===== src/rtl/common.sv =====
// Shared register map, read masks, bus/envelope types and the channel mixer helper for ay_psg.
package common;

    localparam logic [3:0] PSG_R_TONE_A_LO = 4'd0;
    localparam logic [3:0] PSG_R_TONE_A_HI = 4'd1;
    localparam logic [3:0] PSG_R_TONE_B_LO = 4'd2;
    localparam logic [3:0] PSG_R_TONE_B_HI = 4'd3;
    localparam logic [3:0] PSG_R_TONE_C_LO = 4'd4;
    localparam logic [3:0] PSG_R_TONE_C_HI = 4'd5;
    localparam logic [3:0] PSG_R_NOISE     = 4'd6;
    localparam logic [3:0] PSG_R_MIXER     = 4'd7;
    localparam logic [3:0] PSG_R_AMP_A     = 4'd8;
    localparam logic [3:0] PSG_R_AMP_B     = 4'd9;
    localparam logic [3:0] PSG_R_AMP_C     = 4'd10;
    localparam logic [3:0] PSG_R_ENV_LO    = 4'd11;
    localparam logic [3:0] PSG_R_ENV_HI    = 4'd12;
    localparam logic [3:0] PSG_R_ENV_SHAPE = 4'd13;

    // Implemented bits per register; unimplemented bits store and read back as 0.
    localparam logic [7:0] PSG_REG_MASK [16] = '{
        8'hFF, 8'h0F, 8'hFF, 8'h0F, 8'hFF, 8'h0F, 8'h1F, 8'hFF,
        8'h1F, 8'h1F, 8'h1F, 8'hFF, 8'hFF, 8'h0F, 8'hFF, 8'hFF
    };

    typedef enum logic [1:0] {
        BUS_IDLE  = 2'b00,
        BUS_READ  = 2'b01,
        BUS_WRITE = 2'b10,
        BUS_LATCH = 2'b11
    } bus_op_t;

    typedef enum logic {ENV_RUN, ENV_HOLD} env_state_t;

    typedef struct packed {
        logic cont;
        logic att;
        logic alt;
        logic hold;
    } env_shape_t;

    function automatic logic [3:0] psg_chan_level(
        input logic       i_tone,
        input logic       i_noise,
        input logic       i_tone_off,
        input logic       i_noise_off,
        input logic [4:0] i_amp,
        input logic [3:0] i_env
    );
        logic w_gate;
        w_gate = (i_tone | i_tone_off) & (i_noise | i_noise_off);
        return w_gate ? (i_amp[4] ? i_env : i_amp[3:0]) : 4'd0;
    endfunction

endpackage


===== src/rtl/psg_tone.sv =====
// One tone channel: 12-bit period counter stepping on tick8, square output toggles on each wrap.
module psg_tone (
    input  logic        clk28,
    input  logic        rst_n,
    input  logic        i_tick,
    input  logic [11:0] i_period,
    output logic        o_tone
);

    logic [11:0] r_cnt;
    logic        r_tone;
    logic [11:0] w_limit;
    logic [12:0] w_next;

    assign w_limit = (i_period == 12'd0) ? 12'd1 : i_period;
    assign w_next  = {1'b0, r_cnt} + 13'd1;

    // Compare with >= so a period shortened below the running count wraps on the next tick.
    always_ff @(posedge clk28 or negedge rst_n) begin
        if (!rst_n) begin
            r_cnt  <= '0;
            r_tone <= 1'b0;
        end else if (i_tick) begin
            if (w_next >= {1'b0, w_limit}) begin
                r_cnt  <= '0;
                r_tone <= ~r_tone;
            end else begin
                r_cnt <= w_next[11:0];
            end
        end
    end

    assign o_tone = r_tone;

endmodule


===== src/rtl/ay_psg.sv =====
// AY-3-8912-compatible PSG: BC1/BDIR bus responder, 16-register file, three tones, noise and
// envelope generators, and registered per-channel 4-bit amplitude codes.
module ay_psg
    import common::*;
(
    input  logic       clk28,
    input  logic       rst_n,
    input  logic       ck35,
    input  logic       bdir,
    input  logic       bc1,
    input  logic [7:0] d,
    output logic [7:0] q,
    output logic [3:0] ch_a,
    output logic [3:0] ch_b,
    output logic [3:0] ch_c
);

    logic [7:0] r_regs [16];
    logic [3:0] r_addr;
    logic       r_sel;
    logic       r_armed;
    bus_op_t    r_prev_op;
    bus_op_t    w_op;
    logic       w_wr;
    logic       w_env_restart;

    assign w_op          = bus_op_t'({bdir, bc1});
    assign w_wr          = r_armed && r_sel && (w_op == BUS_WRITE);
    assign w_env_restart = w_wr && (r_addr == PSG_R_ENV_SHAPE) && (r_prev_op != BUS_WRITE);

    // r_armed keeps a bus cycle that straddles reset release from acting until the bus idles.
    always_ff @(posedge clk28 or negedge rst_n) begin
        if (!rst_n) begin
            // NOTE: the register file is flops, not RAM, so it takes the reset like any other state.
            for (int i = 0; i < 16; i++) r_regs[i] <= '0;
            r_addr    <= '0;
            r_sel     <= 1'b1;
            r_armed   <= 1'b0;
            r_prev_op <= BUS_IDLE;
            q         <= 8'hFF;
        end else begin
            r_prev_op <= w_op;
            q         <= 8'hFF;
            if (w_op == BUS_IDLE) r_armed <= 1'b1;
            if (r_armed) begin
                case (w_op)
                    BUS_LATCH: begin
                        r_addr <= d[3:0];
                        r_sel  <= (d[7:4] == 4'd0);
                    end
                    BUS_WRITE: if (w_wr) r_regs[r_addr] <= d & PSG_REG_MASK[r_addr];
                    BUS_READ:  if (r_sel) q <= r_regs[r_addr];
                    default: ;
                endcase
            end
        end
    end

    logic [3:0] r_pre;
    logic       r_half;
    logic       w_tick8;
    logic       w_tick16;

    assign w_tick8  = ck35 && (r_pre == 4'hF);
    assign w_tick16 = w_tick8 && r_half;

    always_ff @(posedge clk28 or negedge rst_n) begin
        if (!rst_n) begin
            r_pre  <= '0;
            r_half <= 1'b0;
        end else begin
            if (ck35)    r_pre  <= r_pre + 4'd1;
            if (w_tick8) r_half <= ~r_half;
        end
    end

    logic w_tone_a, w_tone_b, w_tone_c;

    psg_tone u_tone_a (
        .clk28    (clk28),
        .rst_n    (rst_n),
        .i_tick   (w_tick8),
        .i_period ({r_regs[PSG_R_TONE_A_HI][3:0], r_regs[PSG_R_TONE_A_LO]}),
        .o_tone   (w_tone_a)
    );

    psg_tone u_tone_b (
        .clk28    (clk28),
        .rst_n    (rst_n),
        .i_tick   (w_tick8),
        .i_period ({r_regs[PSG_R_TONE_B_HI][3:0], r_regs[PSG_R_TONE_B_LO]}),
        .o_tone   (w_tone_b)
    );

    psg_tone u_tone_c (
        .clk28    (clk28),
        .rst_n    (rst_n),
        .i_tick   (w_tick8),
        .i_period ({r_regs[PSG_R_TONE_C_HI][3:0], r_regs[PSG_R_TONE_C_LO]}),
        .o_tone   (w_tone_c)
    );

    logic [4:0]  r_noise_cnt;
    logic [16:0] r_lfsr;
    logic [4:0]  w_noise_per;
    logic [5:0]  w_noise_next;

    assign w_noise_per  = (r_regs[PSG_R_NOISE][4:0] == 5'd0) ? 5'd1 : r_regs[PSG_R_NOISE][4:0];
    assign w_noise_next = {1'b0, r_noise_cnt} + 6'd1;

    always_ff @(posedge clk28 or negedge rst_n) begin
        if (!rst_n) begin
            r_noise_cnt <= '0;
            r_lfsr      <= 17'h1;
        end else if (w_tick16) begin
            if (w_noise_next >= {1'b0, w_noise_per}) begin
                r_noise_cnt <= '0;
                r_lfsr      <= {r_lfsr[0] ^ r_lfsr[3], r_lfsr[16:1]};
            end else begin
                r_noise_cnt <= w_noise_next[4:0];
            end
        end
    end

    logic [15:0] r_env_cnt;
    logic [3:0]  r_env_pos;
    logic        r_env_up;
    env_state_t  r_env_state;
    env_shape_t  w_shape;
    logic [15:0] w_env_per;
    logic [16:0] w_env_next;
    logic        w_env_wrap;
    logic [3:0]  w_env_lvl;

    assign w_shape    = env_shape_t'(r_regs[PSG_R_ENV_SHAPE][3:0]);
    assign w_env_per  = ({r_regs[PSG_R_ENV_HI], r_regs[PSG_R_ENV_LO]} == 16'd0) ? 16'd1
                      : {r_regs[PSG_R_ENV_HI], r_regs[PSG_R_ENV_LO]};
    assign w_env_next = {1'b0, r_env_cnt} + 17'd1;
    assign w_env_wrap = w_env_next >= {1'b0, w_env_per};
    assign w_env_lvl  = r_env_up ? r_env_pos : (4'hF - r_env_pos);

    // A shape write restarts the ramp and swallows any coincident tick.
    always_ff @(posedge clk28 or negedge rst_n) begin
        if (!rst_n) begin
            r_env_cnt   <= '0;
            r_env_pos   <= '0;
            r_env_up    <= 1'b1;
            r_env_state <= ENV_HOLD;
        end else if (w_env_restart) begin
            r_env_cnt   <= '0;
            r_env_pos   <= '0;
            r_env_up    <= d[2];
            r_env_state <= ENV_RUN;
        end else if (w_tick16) begin
            r_env_cnt <= w_env_wrap ? 16'd0 : w_env_next[15:0];
            if (w_env_wrap && (r_env_state == ENV_RUN)) begin
                if (r_env_pos != 4'hF) begin
                    r_env_pos <= r_env_pos + 4'd1;
                end else if (!w_shape.cont) begin
                    r_env_pos   <= '0;
                    r_env_up    <= 1'b1;
                    r_env_state <= ENV_HOLD;
                end else if (w_shape.hold) begin
                    r_env_up    <= r_env_up ^ w_shape.alt;
                    r_env_state <= ENV_HOLD;
                end else if (w_shape.alt) begin
                    r_env_pos <= '0;
                    r_env_up  <= ~r_env_up;
                end else begin
                    r_env_pos <= '0;
                end
            end
        end
    end

    always_ff @(posedge clk28 or negedge rst_n) begin
        if (!rst_n) begin
            ch_a <= '0;
            ch_b <= '0;
            ch_c <= '0;
        end else begin
            ch_a <= psg_chan_level(w_tone_a, r_lfsr[0], r_regs[PSG_R_MIXER][0], r_regs[PSG_R_MIXER][3],
                                   r_regs[PSG_R_AMP_A][4:0], w_env_lvl);
            ch_b <= psg_chan_level(w_tone_b, r_lfsr[0], r_regs[PSG_R_MIXER][1], r_regs[PSG_R_MIXER][4],
                                   r_regs[PSG_R_AMP_B][4:0], w_env_lvl);
            ch_c <= psg_chan_level(w_tone_c, r_lfsr[0], r_regs[PSG_R_MIXER][2], r_regs[PSG_R_MIXER][5],
                                   r_regs[PSG_R_AMP_C][4:0], w_env_lvl);
        end
    end

endmodule


===== config.mk =====
export PLATFORM = sky130hd
export DESIGN_NAME = ay_psg
export DESIGN_NICKNAME = d
export VERILOG_FILES = /design/src/rtl/common.sv /design/src/rtl/psg_tone.sv /design/src/rtl/ay_psg.sv
export SDC_FILE = /design/constraint.sdc
export NUM_CORES = 1
export LEC_CHECK = 0
export BUFFER_PORTS_ARGS = -buffer_cell sky130_fd_sc_hd__buf_2
export CORE_ASPECT_RATIO = 0.8
export CORE_UTILIZATION = 34
export DETAILED_ROUTE_END_ITERATION = 10
export SETUP_SLACK_MARGIN = 0.1
export SLEW_MARGIN = 15
export SYNTH_ARGS = -nofsm -noshare
export SYNTH_HDL_FRONTEND = slang
export SYNTH_SLANG_ARGS = --single-unit

===== constraint.sdc =====
create_clock -name clk28 -period 3.1 [get_ports clk28]
set_input_delay 0.31 -clock clk28 [delete_from_list [all_inputs] [get_ports clk28]]
set_output_delay 0.31 -clock clk28 [all_outputs]
set_load 0.005 [all_outputs]

==> results.py <==
metrics = {
    "layout": {
        "fin_util_pct": 40.9,
        "final_nets": 1362,
        "final_cell_mix": "229 x dfrtp_1, 157 x nand2_1, 105 x o21ai_0",
        "final_common_cell": "dfrtp_1",
        "area_growth_pct": 17.2,
        "drive_gt1_share_pct": 26.0,
        "finalInstanceArea_um2": 15300,
    },
    "placement": {
        "gp_congestion": 0.831,
        "io_buffers": 32,
        "dpl.hpwl_um": 23300,
        "placedInstanceArea_um2": 14100,
    },
    "worst_setup_path": {
        "required_ns": 3.55,
        "crit_fanout": 8,
        "crit_type": "flip-flop to flip-flop",
        "crit_path_top_delay_cell": "or4_4",
        "critPathArrivalTime_ns": 3.55,
        "endpoint_kind": "flip-flop",
        "crit_path_max_incr_delay_ns": 0.44,
        "cp_common_cell": "and3_4",
        "crit_chain": "and3_4, and3_4, and3_4, and3_4, xor2_1, ha_1, nand4_1, or4_4, o211a_4, nand3_4, clkinvlp_4, a22o_1",
        "start_kind": "flip-flop",
    },
    "logic_synthesis": {
        "synth_area_um2": 13100,
        "synth_area_leaders": "dfrtp_1 44%, mux2_2 7.6%, mux4_2 6.9%",
        "ys.warnings.count": 0,
        "yosysSeqAreaShare_pct": 46.8,
        "synth.avg_cell_area_um2": 10.8,
        "synth_cells": 1207,
        "synth_edf_count": 0,
        "synth_seq_cells": 244,
        "yosysTopAreaCellShare_pct": 44.4,
        "synth_flop_cell": "dfrtp_1",
        "async_reset_ff_share_pct": 100,
        "synth_cell_types": 64,
        "synth_top_area_cell": "dfrtp_1",
        "syn_nets": 1289,
    },
    "floorplanning": {
        "rows": 63,
        "die-area_um2": 39200,
        "initial_core_util_pct": 34.9,
        "die_w_um": 221,
        "die_h_um": 177,
        "core_um2": 37400,
        "io_pins": 33,
    },
    "power_and_ir_drop": {
        "irDropWorstVdd_uv": 411,
        "powerDensity_nw_per_um2": 566,
        "clockPowerShare_pct": 36.4,
        "p_switching_mw": 2.62,
        "internal_power_mw": 6.04,
        "p_leak_nw": 6.92,
        "total_power_mw": 8.66,
        "seqPwrFrac_pct": 42.5,
        "power_frac_comb_pct": 21.1,
        "switching_share_pct": 30.3,
    },
    "global_route": {
        "track_usage_pct": 17.3,
        "grt_max_degree": 86,
        "grt_pass1_vias": 9379,
        "grt_pass1_wl_um": 53600,
        "grt_overflow_total": 0,
        "antenna_found_initial": 5,
    },
    "cts": {
        "cts_root_buffer": "clkbuf_16",
        "clock_sinks": 244,
        "clockBufferDepth": 3,
        "clk_latency_ns": 0.57,
        "clkSlewWorstSetupHoldPaths_ns": 0.06,
        "h-tree-depth": 1,
        "cts_tree": "done",
        "cts_buffers": 27,
    },
    "timing": {
        "slew_violations": 0,
        "finalClockSkew_ns": 0.0236,
        "setup_ws_ns": -0.000924,
        "clock.fmax_ghz": 0.322,
        "finalSetupViolations": 1,
        "period_share_pct": 100,
        "post-route-min-period_ns": 3.10,
        "max_slew_margin_pct": 40.8,
        "hold_viol_final": 0,
        "rsz0062_at_grt": "yes",
        "worst_pin_slew_ns": 0.884,
    },
    "detailed_routing": {
        "via_per_inst": 5.33,
        "drt-initial-drc-count": 640,
        "routed_wl_um": 33000,
        "ant_nets": 0,
        "post-route-drc-count": 0,
        "drt_pass1_iterations": 5,
        "wl_per_cell_um": 18.4,
        "vias": 9545,
    },
    "outcome": {
        "violations": "setup timing",
        "status": "complete, but fails checks",
    },
    "min_path": {
        "hold_path.class": "primary input to flip-flop",
    },
    "run": {
        "drv_cap": 0,
    },
}
## power groups by stage
stage / Sequential [mW] / Combinational [mW] / Clock, mW
after CTS: 3.66 / 1.73 / 3.22
after floorplan: 3.62 / 1.15 / 0
after detailed placement: 3.71 / 1.66 / 0
final: 3.68 / 1.83 / 3.15
after global routing: 3.71 / 2.04 / 3.34
after global placement: 3.71 / 1.62 / 0
## Yosys cell counts, drive strengths merged, types with 4 or more instances
cell type,count
a21oi,23
a22o,13
dfstp,12
a31oi,9
nor2,34
xor2,24
o21ai,119
o22ai,6
and3,24
dfrtp,232
a31o,4
nor3,22
mux2,88
nor4,13
xnor2,31
a21o,20
buf,15
nand4,9
a211oi,4
nor3b,5
and2,6
clkbuf,43
inv,66
mux2i,13
mux4,40
nand3,43
nor2b,8
or2,11
ha,69
nand2,158
nand2b,11
## per-stage QoR
step,setup slack [ns],TNS [ns],instances,hold WS (ns)
6_report,-0.000924,-0.000924,1790,0.0481
3_3_place_gp,-0.00791,-0.0480,1722,0.377
4_1_cts,0.0420,0,1782,0.0265
2_1_floorplan,0.0303,0,1207,0.0144
3_5_place_dp,-0.0483,-0.342,1722,0.373
5_1_grt,-0.0984,-1.20,1788,0.0629
## final timing paths
path	startpoint	endpoint	slack (ns)	depth (start not counted)
max	r_env_cnt[1]	r_env_cnt[3]	-0.0009	12
min	d[7]	r_sel	0.05	3
max reg2reg	r_env_cnt[1]	r_env_cnt[3]	-0.0009	12
min reg2reg	r_regs[101]	r_regs[101]	0.48	2
max in group asynchronous	rst_n	r_env_state	1.79	3
min in group asynchronous	rst_n	u_tone_b.r_cnt[7]	0.32	2
## timing repair
action / 4_1_cts / 5_1_grt
pin swaps: 6 / 18
hold buffers: 4 / 0
cloned: 1 / 0
setup endpoints to repair: 35 / 60
gates resized for setup: 23 / 41
buffers inserted: 5 / 6
endpoints found under the hold margin: 78 / 0
## area by class of cell
cell class              instances  area, µm²
diodes                          2       5.00
clock buffers                  42        742
clock inverters                 8        105
fillers                      3528      22100
inverters                      66        251
multi-input cells             840       6750
flip-flops and latches        244       6120
well taps                     487        609
repair buffers                101        726
## cells by family after synthesis
family	after synthesis	synth area share [%]
buf+inv	124	3.78
mux	141	15.5
simple gates	355	13.2
fa+ha+maj	69	6.61
flops	244	46.8
xor+xnor	55	3.69
compound gates	219	10.4
## flip-flops by register name (all words and copies together), names as in the netlist, 5 cells and up
name            flops
u_tone_a.r_cnt     12
u_tone_c.r_cnt     12
r_regs            128
r_noise_cnt         5
q                   8
r_env_cnt          16
u_tone_b.r_cnt     12
r_lfsr             17
## routing by layer
metal | track usage [%] | vias up | part of all wire, %
met5 | 0 | - | 0.12
met4 | 4.46 | 6 | 2.2
met3 | 3.53 | 55 | 6.3
met2 | 25.1 | 234 | 43
met1 | 25.9 | 4797 | 49
li1 | - | 4453 | -
## worst max-delay path, delay by kind of cell, from the launching register on
| family | cells | cell delay [ns] |
|---|---|---|
| and+or+nand+nor | 7 | 1.42 |
| AOI/OAI and AO/OA | 2 | 0.53 |
| DFF | 1 | 0.42 |
| adders and majority gates | 1 | 0.30 |
| buffers and inverters | 1 | 0.18 |
| xor gates and xnor gates | 1 | 0.14 |
(Power assumes the default switching activity.)
